$ cat config.mk
export PLATFORM = sky130hd
export DESIGN_NAME = baud_tick_gen
export DESIGN_NICKNAME = d
export VERILOG_FILES = /design/src/rtl/baud_tick_gen.sv
export SDC_FILE = /design/constraint.sdc
export NUM_CORES = 1
export LEC_CHECK = 0
export BUFFER_PORTS_ARGS = -buffer_cell sky130_fd_sc_hd__buf_4
export CAP_MARGIN = 15
export CORE_MARGIN = 2
export CORE_UTILIZATION = 45
export DETAILED_ROUTE_END_ITERATION = 8
export PLACE_DENSITY = 0.67
export SLEW_MARGIN = 30
export SYNTH_ARGS = -nofsm -noshare
export SYNTH_HDL_FRONTEND = slang
export SYNTH_SLANG_ARGS = --single-unit
$ cat constraint.sdc
create_clock -name clk -period 8.6 [get_ports clk]
set_input_delay 0.43 -clock clk [delete_from_list [all_inputs] [get_ports clk]]
set_output_delay 0.43 -clock clk [all_outputs]
set_load 0.005 [all_outputs]
$ cat src/rtl/baud_tick_gen.sv
// Baud tick generator for a UART.
// Produces the TX bit tick and the RX oversample, mid-bit and end-of-bit ticks.
// A new divisor is held as pending and applied to TX and RX separately, each
// only while its side is idle, so a frame in flight never changes rate.
module baud_tick_gen #(
    parameter int DIV_W       = 16,
    parameter int OVS         = 16,
    parameter int DEFAULT_DIV = 5208
) (
    input  logic             clk,
    input  logic             rst_n,
    input  logic [DIV_W-1:0] baud_divisor,
    input  logic             div_load,
    input  logic             tx_idle,
    input  logic             rx_idle,
    input  logic             rx_resync,
    output logic             tx_tick,
    output logic             rx_os_tick,
    output logic             rx_sample_tick,
    output logic             rx_bit_tick,
    output logic [DIV_W-1:0] tx_div,
    output logic [DIV_W-1:0] rx_div,
    output logic             div_pending,
    output logic             div_err
);

    localparam int                OVS_LG  = $clog2(OVS);
    localparam logic [DIV_W-1:0]  DEF     = DIV_W'(DEFAULT_DIV);
    localparam logic [DIV_W:0]    MIN_DIV = (DIV_W+1)'(2 * OVS);
    localparam logic [DIV_W-1:0]  ONE     = DIV_W'(1);
    localparam logic [OVS_LG-1:0] PH_ONE  = OVS_LG'(1);
    localparam logic [OVS_LG-1:0] PH_MID  = OVS_LG'(OVS / 2 - 1);
    localparam logic [OVS_LG-1:0] PH_LAST = OVS_LG'(OVS - 1);

    // Divisor control state
    logic [DIV_W-1:0]  pend_q;
    logic              pend_tx_q, pend_rx_q;
    logic              pend_tx_d, pend_rx_d;
    logic [DIV_W-1:0]  tx_div_q, rx_div_q;
    logic              div_pending_q, div_err_q;

    // Timing state
    logic [DIV_W-1:0]  tx_cnt_q;
    logic [DIV_W-1:0]  os_cnt_q;
    logic [OVS_LG-1:0] phase_q;
    logic              tx_tick_q, os_tick_q, sample_tick_q, bit_tick_q;

    logic              load_ok, load_bad;
    logic              tx_apply, rx_apply;
    logic [DIV_W-1:0]  os_div;
    logic              tx_wrap, os_wrap;

    // Divisors below 2*OVS would give an oversample period under two cycles.
    assign load_ok  = div_load && ({1'b0, baud_divisor} >= MIN_DIV);
    assign load_bad = div_load && !load_ok;

    // Applies read the old pending value; a coincident load re-arms both flags.
    assign tx_apply  = pend_tx_q && tx_idle;
    assign rx_apply  = pend_rx_q && rx_idle;
    assign pend_tx_d = load_ok || (pend_tx_q && !tx_idle);
    assign pend_rx_d = load_ok || (pend_rx_q && !rx_idle);

    assign os_div  = rx_div_q >> OVS_LG;
    assign tx_wrap = (tx_cnt_q == tx_div_q - ONE);
    assign os_wrap = (os_cnt_q == os_div - ONE);

    // Pending divisor latch, per-side apply and status flags
    always_ff @(posedge clk or negedge rst_n) begin
        if (!rst_n) begin
            pend_q        <= DEF;
            pend_tx_q     <= 1'b0;
            pend_rx_q     <= 1'b0;
            tx_div_q      <= DEF;
            rx_div_q      <= DEF;
            div_pending_q <= 1'b0;
            div_err_q     <= 1'b0;
        end else begin
            if (load_ok)  pend_q   <= baud_divisor;
            if (tx_apply) tx_div_q <= pend_q;
            if (rx_apply) rx_div_q <= pend_q;
            pend_tx_q     <= pend_tx_d;
            pend_rx_q     <= pend_rx_d;
            div_pending_q <= pend_tx_d || pend_rx_d;
            div_err_q     <= load_bad;
        end
    end

    // TX bit counter; restarts from zero when a new divisor is applied
    always_ff @(posedge clk or negedge rst_n) begin
        if (!rst_n) begin
            tx_cnt_q  <= '0;
            tx_tick_q <= 1'b0;
        end else if (tx_apply) begin
            tx_cnt_q  <= '0;
            tx_tick_q <= 1'b0;
        end else if (tx_wrap) begin
            tx_cnt_q  <= '0;
            tx_tick_q <= 1'b1;
        end else begin
            tx_cnt_q  <= tx_cnt_q + ONE;
            tx_tick_q <= 1'b0;
        end
    end

    // RX oversample counter and bit phase; resync or apply restarts the bit
    always_ff @(posedge clk or negedge rst_n) begin
        if (!rst_n) begin
            os_cnt_q      <= '0;
            phase_q       <= '0;
            os_tick_q     <= 1'b0;
            sample_tick_q <= 1'b0;
            bit_tick_q    <= 1'b0;
        end else if (rx_apply || rx_resync) begin
            os_cnt_q      <= '0;
            phase_q       <= '0;
            os_tick_q     <= 1'b0;
            sample_tick_q <= 1'b0;
            bit_tick_q    <= 1'b0;
        end else if (os_wrap) begin
            os_cnt_q      <= '0;
            phase_q       <= phase_q + PH_ONE;
            os_tick_q     <= 1'b1;
            sample_tick_q <= (phase_q == PH_MID);
            bit_tick_q    <= (phase_q == PH_LAST);
        end else begin
            os_cnt_q      <= os_cnt_q + ONE;
            os_tick_q     <= 1'b0;
            sample_tick_q <= 1'b0;
            bit_tick_q    <= 1'b0;
        end
    end

    assign tx_tick        = tx_tick_q;
    assign rx_os_tick     = os_tick_q;
    assign rx_sample_tick = sample_tick_q;
    assign rx_bit_tick    = bit_tick_q;
    assign tx_div         = tx_div_q;
    assign rx_div         = rx_div_q;
    assign div_pending    = div_pending_q;
    assign div_err        = div_err_q;

endmodule

# After elaboration in Yosys (flattened, before gate mapping)
# Cells that the tools add are included.
op_classes:
  reduce_logical: 14
  muxes: 14
  n_eq_ne: 4
  addsub: 5
  n_lt_le_gt_ge: 1
op_table:
  columns: ["cell", "count"]
  rows:
  - ["two-way mux 16 bit", 4]
  - ["adder 16 x 1 -> 16 bit, second input constant", 2]
  - ["== test 16 bit", 2]
  - [">= comparator 16 x 6 -> 1 bit, second input constant", 1]
  - ["subtractor 16 x 1 -> 16 bit, second input constant", 1]
  - ["subtractor 12 x 1 -> 13 bit, second input constant", 1]
  - ["two-way mux 1 bit", 8]
  - ["two-way mux 4 bit", 2]
  - ["logical AND 1 bit", 6]
  - ["adder 4 x 1 -> 4 bit, second input constant", 1]
  - ["== test 4 x 3 -> 1 bit, second input constant", 1]
  - ["== test 4 bit, second input constant", 1]
  - ["logical OR 1 bit", 4]
  - ["zero test 1 bit", 3]
  - ["nonzero test 2 bit", 1]
word_totals:
  output_inout_bits: 38
  regBits: 92
  input_bits: 22
  word_cells: 52

# Longest topological paths before layout
# Gate-level depths: netlist of the first run.
depth:
  word_depth: 4
  mapped_depth: 12
  mapped_depth_nobuf: 9

# Worst setup path before layout of the first run
# No wires, ideal clock.
synth_timing:
  kind: "register to register"
  start: "register tx_div_q[7] (netlist: tx_div[7])"
  end: "register tx_cnt_q[10]"
  period_less_slack_ns: 2.842
  slack_ns: 5.758
  path_stages_with_launch: 10
  required_ns: 8.467
  t_arrival_ns: 2.709
  setup_ns: 0.133
  path_buffers: 2
  cell_sequence: "dfrtp_1 > or4_1 > buf_2 > or4_4 > o31ai_4 > nand2_1 > a2111o_1 > nor4_4 > buf_6 > nor3_1"
synth_between:
  elab_chain_cells: 4
synth_lines:
  columns: ["item", "line", "rtl"]
  rows:
  - ["start: declaration", "39", "logic [DIV_W-1:0] tx_div_q, rx_div_q;"]
  - ["start signal: assignment", "79", "if (tx_apply) tx_div_q <= pend_q;"]
  - ["subtractor 16 x 1 -> 16 bit", "64", "assign tx_wrap = (tx_cnt_q == tx_div_q - ONE);"]
  - ["== test 16 bit", "64", null]
  - ["two-way mux 16 bit", "96", "end else if (tx_wrap) begin"]
  - ["two-way mux 16 bit", "93", "end else if (tx_apply) begin"]
  - ["end signal: assignment", "100", "tx_cnt_q <= tx_cnt_q + ONE;"]
  - ["end: declaration", "43", "logic [DIV_W-1:0] tx_cnt_q;"]
# No other way between the ends.
# A chain may end at the register's enable or synchronous reset.

# Worst setup path in the final report of the first run
layout_timing:
  start: "register tx_div_q[0] (netlist: tx_div[0])"
  end: "register tx_cnt_q[1]"
# Same word-level chain as after synthesis.

==> results by group, run 1 <==
Outcome
  • Status: finished clean

Routing
  • DRC viols: 0
  • Initial DRC count: 169
  • Mean routed wirelength per cell: 16.07 um
  • Vias: 3514
  • Vias per inst: 5.465
  • WL final: 10.33 mm
  • Drt first pass iters: 5
  • Antenna Nets Post-Route: 0

Global route
  • GRT Overall Usage: 0.1909
  • Largest net degree at the start of global routing: 73
  • Final global-route overflow total: 0
  • Number of global-route vias before repair: 3573
  • Global-route wire length before repair: 17.48 mm
  • Antenna violations before repair: 0

Placed design
  • Dpl cells: 626
  • Port Buf Inserts: 59
  • GP Congestion: 0.9139
  • DP Wirelength: 7.514 mm
  • Worst slack at placement: 5.258 ns
  • Instance area at placement: 5369 sq um

Timing
  • Period utilisation layout: 0.3953
  • Clock Skew: 0.009833 ns
  • Setup WS post-layout: 5.201 ns
  • Setup TNS: 0 ns
  • Final min period: 3.399 ns
  • Fmax: 0.2942 GHz
  • RSZ-0062 raised after global routing: false
  • WHS: 0.3034 ns
  • Final-report hold violation count: 0
  • Slew Viols, Final: 0
  • Max-Slew Margin vs Limit: 0.3491
  • Setup Viol. Count Final: 0
  • Slew @ Worst Pin: 0.9674 ns

CTS
  • Max H-tree Level: 3
  • Post-cts resize count: 0
  • Post-CTS setup buffers: 0
  • Clk sinks: 92
  • Longest Clk Path Bufs: 2
  • Clock root cell: clkbuf_8
  • CTS tree: done
  • Reg clk slew, reported paths: 0.09 ns
  • Hold Buf Count CTS: 1
  • Cts bufs inserted: 9
  • Worst skew pair latency: 0.36 ns

Final layout
  • Commonest non-fill, non-tap cells in the layout: dfrtp_1, buf_4, mux2_2, nor2_1, xor2_1
  • Layout Nets: 529
  • Final Cell Area: 5610 sq um
  • Area grow syn2layout: 16.20%
  • Fraction of layout cells with a size suffix above 1: 0.2899
  • Non-Filler Instances: 643
  • Antenna cell count: 0
  • Commonest non-fill, non-tap cell in the layout: dfrtp_1

Floorplan
  • Initial Utilization: 0.4656
  • # rows: 37
  • Core area: 10370 sq um
  • I/O pin count: 60
  • DIE AREA: 11570 sq um
  • Die height: 107.6 um
  • Die width: 107.6 um

Power and ir drop
  • Sequential share of power: 0.496
  • VDD IR max: 127.2 uV
  • Switching share of power: 0.2907
  • Sw power: 0.3257 mW
  • Gate power share: 0.211
  • Clk pwr share: 0.293
  • Leakage power: 2.320 nW
  • Cell-internal power: 0.7947 mW
  • Power Dens Cells: 199.7 nW/um^2

Critical path
  • CP max FO: 16
  • Crit path launch type: flip-flop
  • CP Data Arrival Time: 3.60 ns
  • Setup CP Type: reg -> reg
  • Worst Setup End Kind: flip-flop
  • Worst EP required: 8.80 ns

Synthesis
  • Synth Warn #: 0
  • Post-synth top area share: 0.3991
  • Syn_nets: 473
  • Synth unique cells: 57
  • Area leader, netlist: dfrtp_1
  • Top post-synthesis cells by area: dfrtp_1, mux2_2, dfstp_2
  • Syn Inst Count: 446
  • Post-synth ARST share: 1.000
  • Main synth FF type: dfrtp_1
  • Seq/Total Area, Yosys: 0.4807
  • FF+latch count, synth: 92
  • Avg Inst Size Synth: 10.83 sq um
  • EDFF count, synth: 0
  • Post-Syn Area: 4828 sq um

Hold path
  • Min-delay worst type: in -> reg

Job
  • Max Cap Viol: 0
==> synthesized netlist by cell type (3+ instances only) <==
library cell,number
dfrtp_1,77
mux2_2,44
nor2_1,38
xor2_1,33
xnor2_1,26
nand2_1,24
nor3_1,24
nand3_1,18
dfstp_2,15
o21ai_0,13
inv_1,12
nand4_1,8
clkbuf_1,7
nor4_1,7
a21oi_1,6
and2_1,6
nand2b_1,6
ha_1,5
mux2i_1,5
nor2b_1,5
and3_1,4
buf_4,4
nor3b_1,4
a211oi_1,3
and4_1,3
o211ai_1,3
o22a_1,3
or3_1,3
==> logic make-up (layout without fill, tap and decap cells) <==
family	count (synthesis)	after routing	synth area share
adder cells (fa/ha/maj)	5	5	0.01296
AO/OA/AOI/OAI	48	48	0.07437
flip-flops	92	92	0.4807
buffers and inverters	29	90	0.03058
XOR/XNOR	59	59	0.1070
multiplexers	49	49	0.1130
AND/OR/NAND/NOR	164	164	0.1814
==> worst paths after layout <==
check | startpoint | end | slack (ns) | cells after the start
setup / recovery | tx_div[0] | tx_cnt_q[1] | 5.20 | 9
hold / removal | baud_divisor[1] | pend_q[1] | 0.30 | 2
setup reg to reg | tx_div[0] | tx_cnt_q[1] | 5.20 | 9
hold reg to reg | phase_q[3] | rx_sample_tick | 0.49 | 1
max in group asynchronous | rst_n | tx_cnt_q[11] | 7.21 | 3
min in group asynchronous | rst_n | rx_os_tick | 0.49 | 2
==> through the flow <==
step	total power [mW]	util
after global placement	0.7923	0.5169
after CTS	1.131	0.5407
after detailed placement	0.8003	0.5177
final	1.120	0.5410
after floorplan	0.6953	-
after global routing	1.184	0.5410
==> worst max-delay path, stage by stage, from the launching register on <==
cell      delay (ns)
dfrtp_1         0.42
inv_1           0.09
ha_1            0.24
nor4b_1         0.72
nor2b_1         0.24
xnor2_1         0.13
o211ai_1        0.15
a2111o_1        0.42
nor4_4          0.72
nor3b_1         0.11
==> power by group through the flow <==
stage | clock, mW | combinational (mW) | sequential (mW)
5_1_grt | 0.355 | 0.265 | 0.565
3_5_place_dp | 0 | 0.237 | 0.563
3_3_place_gp | 0 | 0.231 | 0.561
2_1_floorplan | 0 | 0.157 | 0.539
6_report | 0.328 | 0.236 | 0.556
4_1_cts | 0.337 | 0.239 | 0.555
==> metal layers <==
layer | track usage | vias up | wire length, um
met2 | 0.2992 | 79 | 4889
met3 | 0.03692 | 16 | 469
met5 | 0 | - | 0
met4 | 0.07326 | 0 | 190
met1 | 0.2624 | 1723 | 4784
li1 | - | 1696 | -
==> cell type report <==
cell class | instances | area, sq um
Clock buffer | 13 | 158.9
Clock inverter | 3 | 68.82
Fill cell | 954 | 4760
Inverter | 12 | 45.04
Multi-Input combinational cell | 325 | 2375
Sequential cell | 92 | 2321
Tap cell | 136 | 170.2
Timing Repair Buffer | 62 | 471.7
==> registers in the layout (all words and copies together) (netlist names) <==
| signal | flops |
|---|---|
| div_err | 1 |
| tx_div | 16 |
| rx_os_tick | 1 |
| pend_tx_q | 1 |
| div_pending | 1 |
| rx_div | 16 |
| pend_rx_q | 1 |
| tx_tick | 1 |
| rx_bit_tick | 1 |
| os_cnt_q | 16 |
| tx_cnt_q | 16 |
| phase_q | 4 |
| pend_q | 16 |
| rx_sample_tick | 1 |
Power figures use the tool's default switching activity.
==> run 2, diff against run 1 <==
--- a/config.mk
+++ b/config.mk
@@ -10,7 +10,7 @@
 export CORE_MARGIN = 2
 export CORE_UTILIZATION = 45
 export DETAILED_ROUTE_END_ITERATION = 8
-export PLACE_DENSITY = 0.67
+export PLACE_DENSITY = 0.7
 export SLEW_MARGIN = 30
 export SYNTH_ARGS = -nofsm -noshare
 export SYNTH_HDL_FRONTEND = slang
==> constraint.sdc (replaced) <==
create_clock -name clk -period 2.8 [get_ports clk]
set_input_delay 0.14 -clock clk [delete_from_list [all_inputs] [get_ports clk]]
set_output_delay 0.14 -clock clk [all_outputs]
set_load 0.005 [all_outputs]
==> run 2 against run 1 <==
Effect of this change:
- global-route usage grew 0.15 points
- clock skew grew 0.0040 ns
- wire length grew 1.8%
- worst hold slack lost 0.29 ns
==> results by group, run 2 (synthesized netlist as in run 1, its figures left out) <==
Floorplan
  • I/O pin count: 60
  • Die width: 107.6 um
  • # rows: 37
  • Core area: 10370 sq um
  • Die height: 107.6 um
  • Initial Utilization: 0.4656
  • DIE AREA: 11570 sq um

CTS
  • Clk sinks: 92
  • Clock root cell: clkbuf_8
  • Worst skew pair latency: 0.37 ns
  • CTS tree: done
  • Reg clk slew, reported paths: 0.09 ns
  • Longest Clk Path Bufs: 2
  • Cts bufs inserted: 9
  • Max H-tree Level: 3

Timing
  • Final min period: 2.796 ns
  • Setup TNS: 0 ns
  • RSZ-0062 raised after global routing: true
  • Clock Skew: 0.01388 ns
  • Period utilisation layout: 0.9985
  • Slew @ Worst Pin: 0.8019 ns
  • WHS: 0.01459 ns
  • Fmax: 0.3577 GHz
  • Max-Slew Margin vs Limit: 0.4586
  • Setup WS post-layout: 0.004071 ns
  • Final-report hold violation count: 0
  • Slew Viols, Final: 0
  • Setup Viol. Count Final: 0

Critical path
  • CP Cell Sequence: or4_4 > o22a_1 > or3b_4 > a2111oi_4 > o2111ai_4 > or3_4 > a21oi_2
  • CP max stage cell: or4_4
  • Setup CP Type: reg -> reg
  • Crit path launch type: flip-flop
  • Worst EP required: 3.10 ns
  • Worst Setup End Kind: flip-flop
  • CP max FO: 6
  • CP max stage delay: 0.56 ns
  • CP Data Arrival Time: 3.09 ns

Power and ir drop
  • Leakage power: 2.444 nW
  • VDD IR max: 280.6 uV
  • Power Dens Cells: 581.2 nW/um^2

Final layout
  • Layout Nets: 556
  • Non-Filler Instances: 670
  • Commonest non-fill, non-tap cell in the layout: buf_4
  • Commonest non-fill, non-tap cells in the layout: buf_4, dfrtp_1, mux2_2, nor2_1, xor2_1
  • Fraction of layout cells with a size suffix above 1: 0.3333
  • Antenna cell count: 0
  • Area grow syn2layout: 22.18%

Outcome
  • Status: finished clean

Global route
  • Number of global-route vias before repair: 3582
  • Final global-route overflow total: 0
  • GRT Overall Usage: 0.1924
  • Largest net degree at the start of global routing: 92
  • Antenna violations before repair: 0
  • Global-route wire length before repair: 17.49 mm

Routing
  • Vias per inst: 5.379
  • Antenna Nets Post-Route: 0
  • WL final: 10.53 mm
  • Vias: 3604
  • Drt first pass iters: 4
  • Mean routed wirelength per cell: 15.71 um
  • DRC viols: 0
  • Initial DRC count: 156

Placed design
  • GP Congestion: 0.9070
  • Worst slack at placement: 0.007786 ns
  • Port Buf Inserts: 59
  • DP Wirelength: 7.487 mm
  • Dpl cells: 645

Job
  • Max Cap Viol: 0

Hold path
  • Min-delay worst type: in -> reg
-- run 2: per-layer routing --
layer	wire length (um)	part of all wire	up-vias	track usage
li1	-	-	1746	-
met1	5021	0.48	1754	0.2642
met2	4827	0.46	85	0.3023
met3	438	0.042	19	0.03027
met4	237	0.023	0	0.08333
met5	0	0	-	0
-- run 2: area by class of cell --
type	count	area (sq um)
multi-input cells	325	2454
flip-flops and latches	92	2321
well taps	136	170.2
clock inverters	4	50.05
repair buffers	89	714.4
fillers	909	4471
clock buffers	12	145.1
inverters	12	45.04
-- run 2: critical path, delay by kind of cell (launching register included) --
family | cells | cell delay [ns]
AOI/OAI and AO/OA | 4 | 0.97
and+or+nand+nor | 3 | 1.38
DFF | 1 | 0.39
-- run 2: final timing paths --
kind / cells past startpoint / slack, ns / to / startpoint
setup / recovery: 7 / 0.004 / phase_q[2] / rx_div[7]
hold / removal: 2 / 0.01 / pend_q[15] / baud_divisor[15]
setup reg to reg: 7 / 0.004 / phase_q[2] / rx_div[7]
hold reg to reg: 2 / 0.50 / tx_div[3] / pend_q[3]
max in group asynchronous: 3 / 1.73 / tx_div[10] / rst_n
min in group asynchronous: 2 / 0.42 / rx_bit_tick / rst_n
-- run 2: power breakdown --
group / internal, mW / switching [mW] / total [mW]
combinational: 0.461 / 0.408 / 0.870
clock: 0.437 / 0.460 / 0.896
sequential: 1.49 / 0.175 / 1.66
total: 2.39 / 1.04 / 3.43
-- run 2: metrics by stage --
stage	util	power [mW]	instance area, sq um
final	0.5689	3.429	5899
after global routing	0.5689	3.621	5899
after CTS	0.5609	3.436	5817
after detailed placement	0.5343	2.520	5540
after global placement	0.5331	2.491	5528
after floorplan	-	2.136	4828
-- run 2: repair_timing --
item | in CTS | in global routing
buffers inserted | 0 | 2
resized for setup | 2 | 14
hold buffers | 7 | 0
endpoints found under the hold margin | 83 | 0
pin swaps | 0 | 9
setup endpoints to repair | 18 | 37
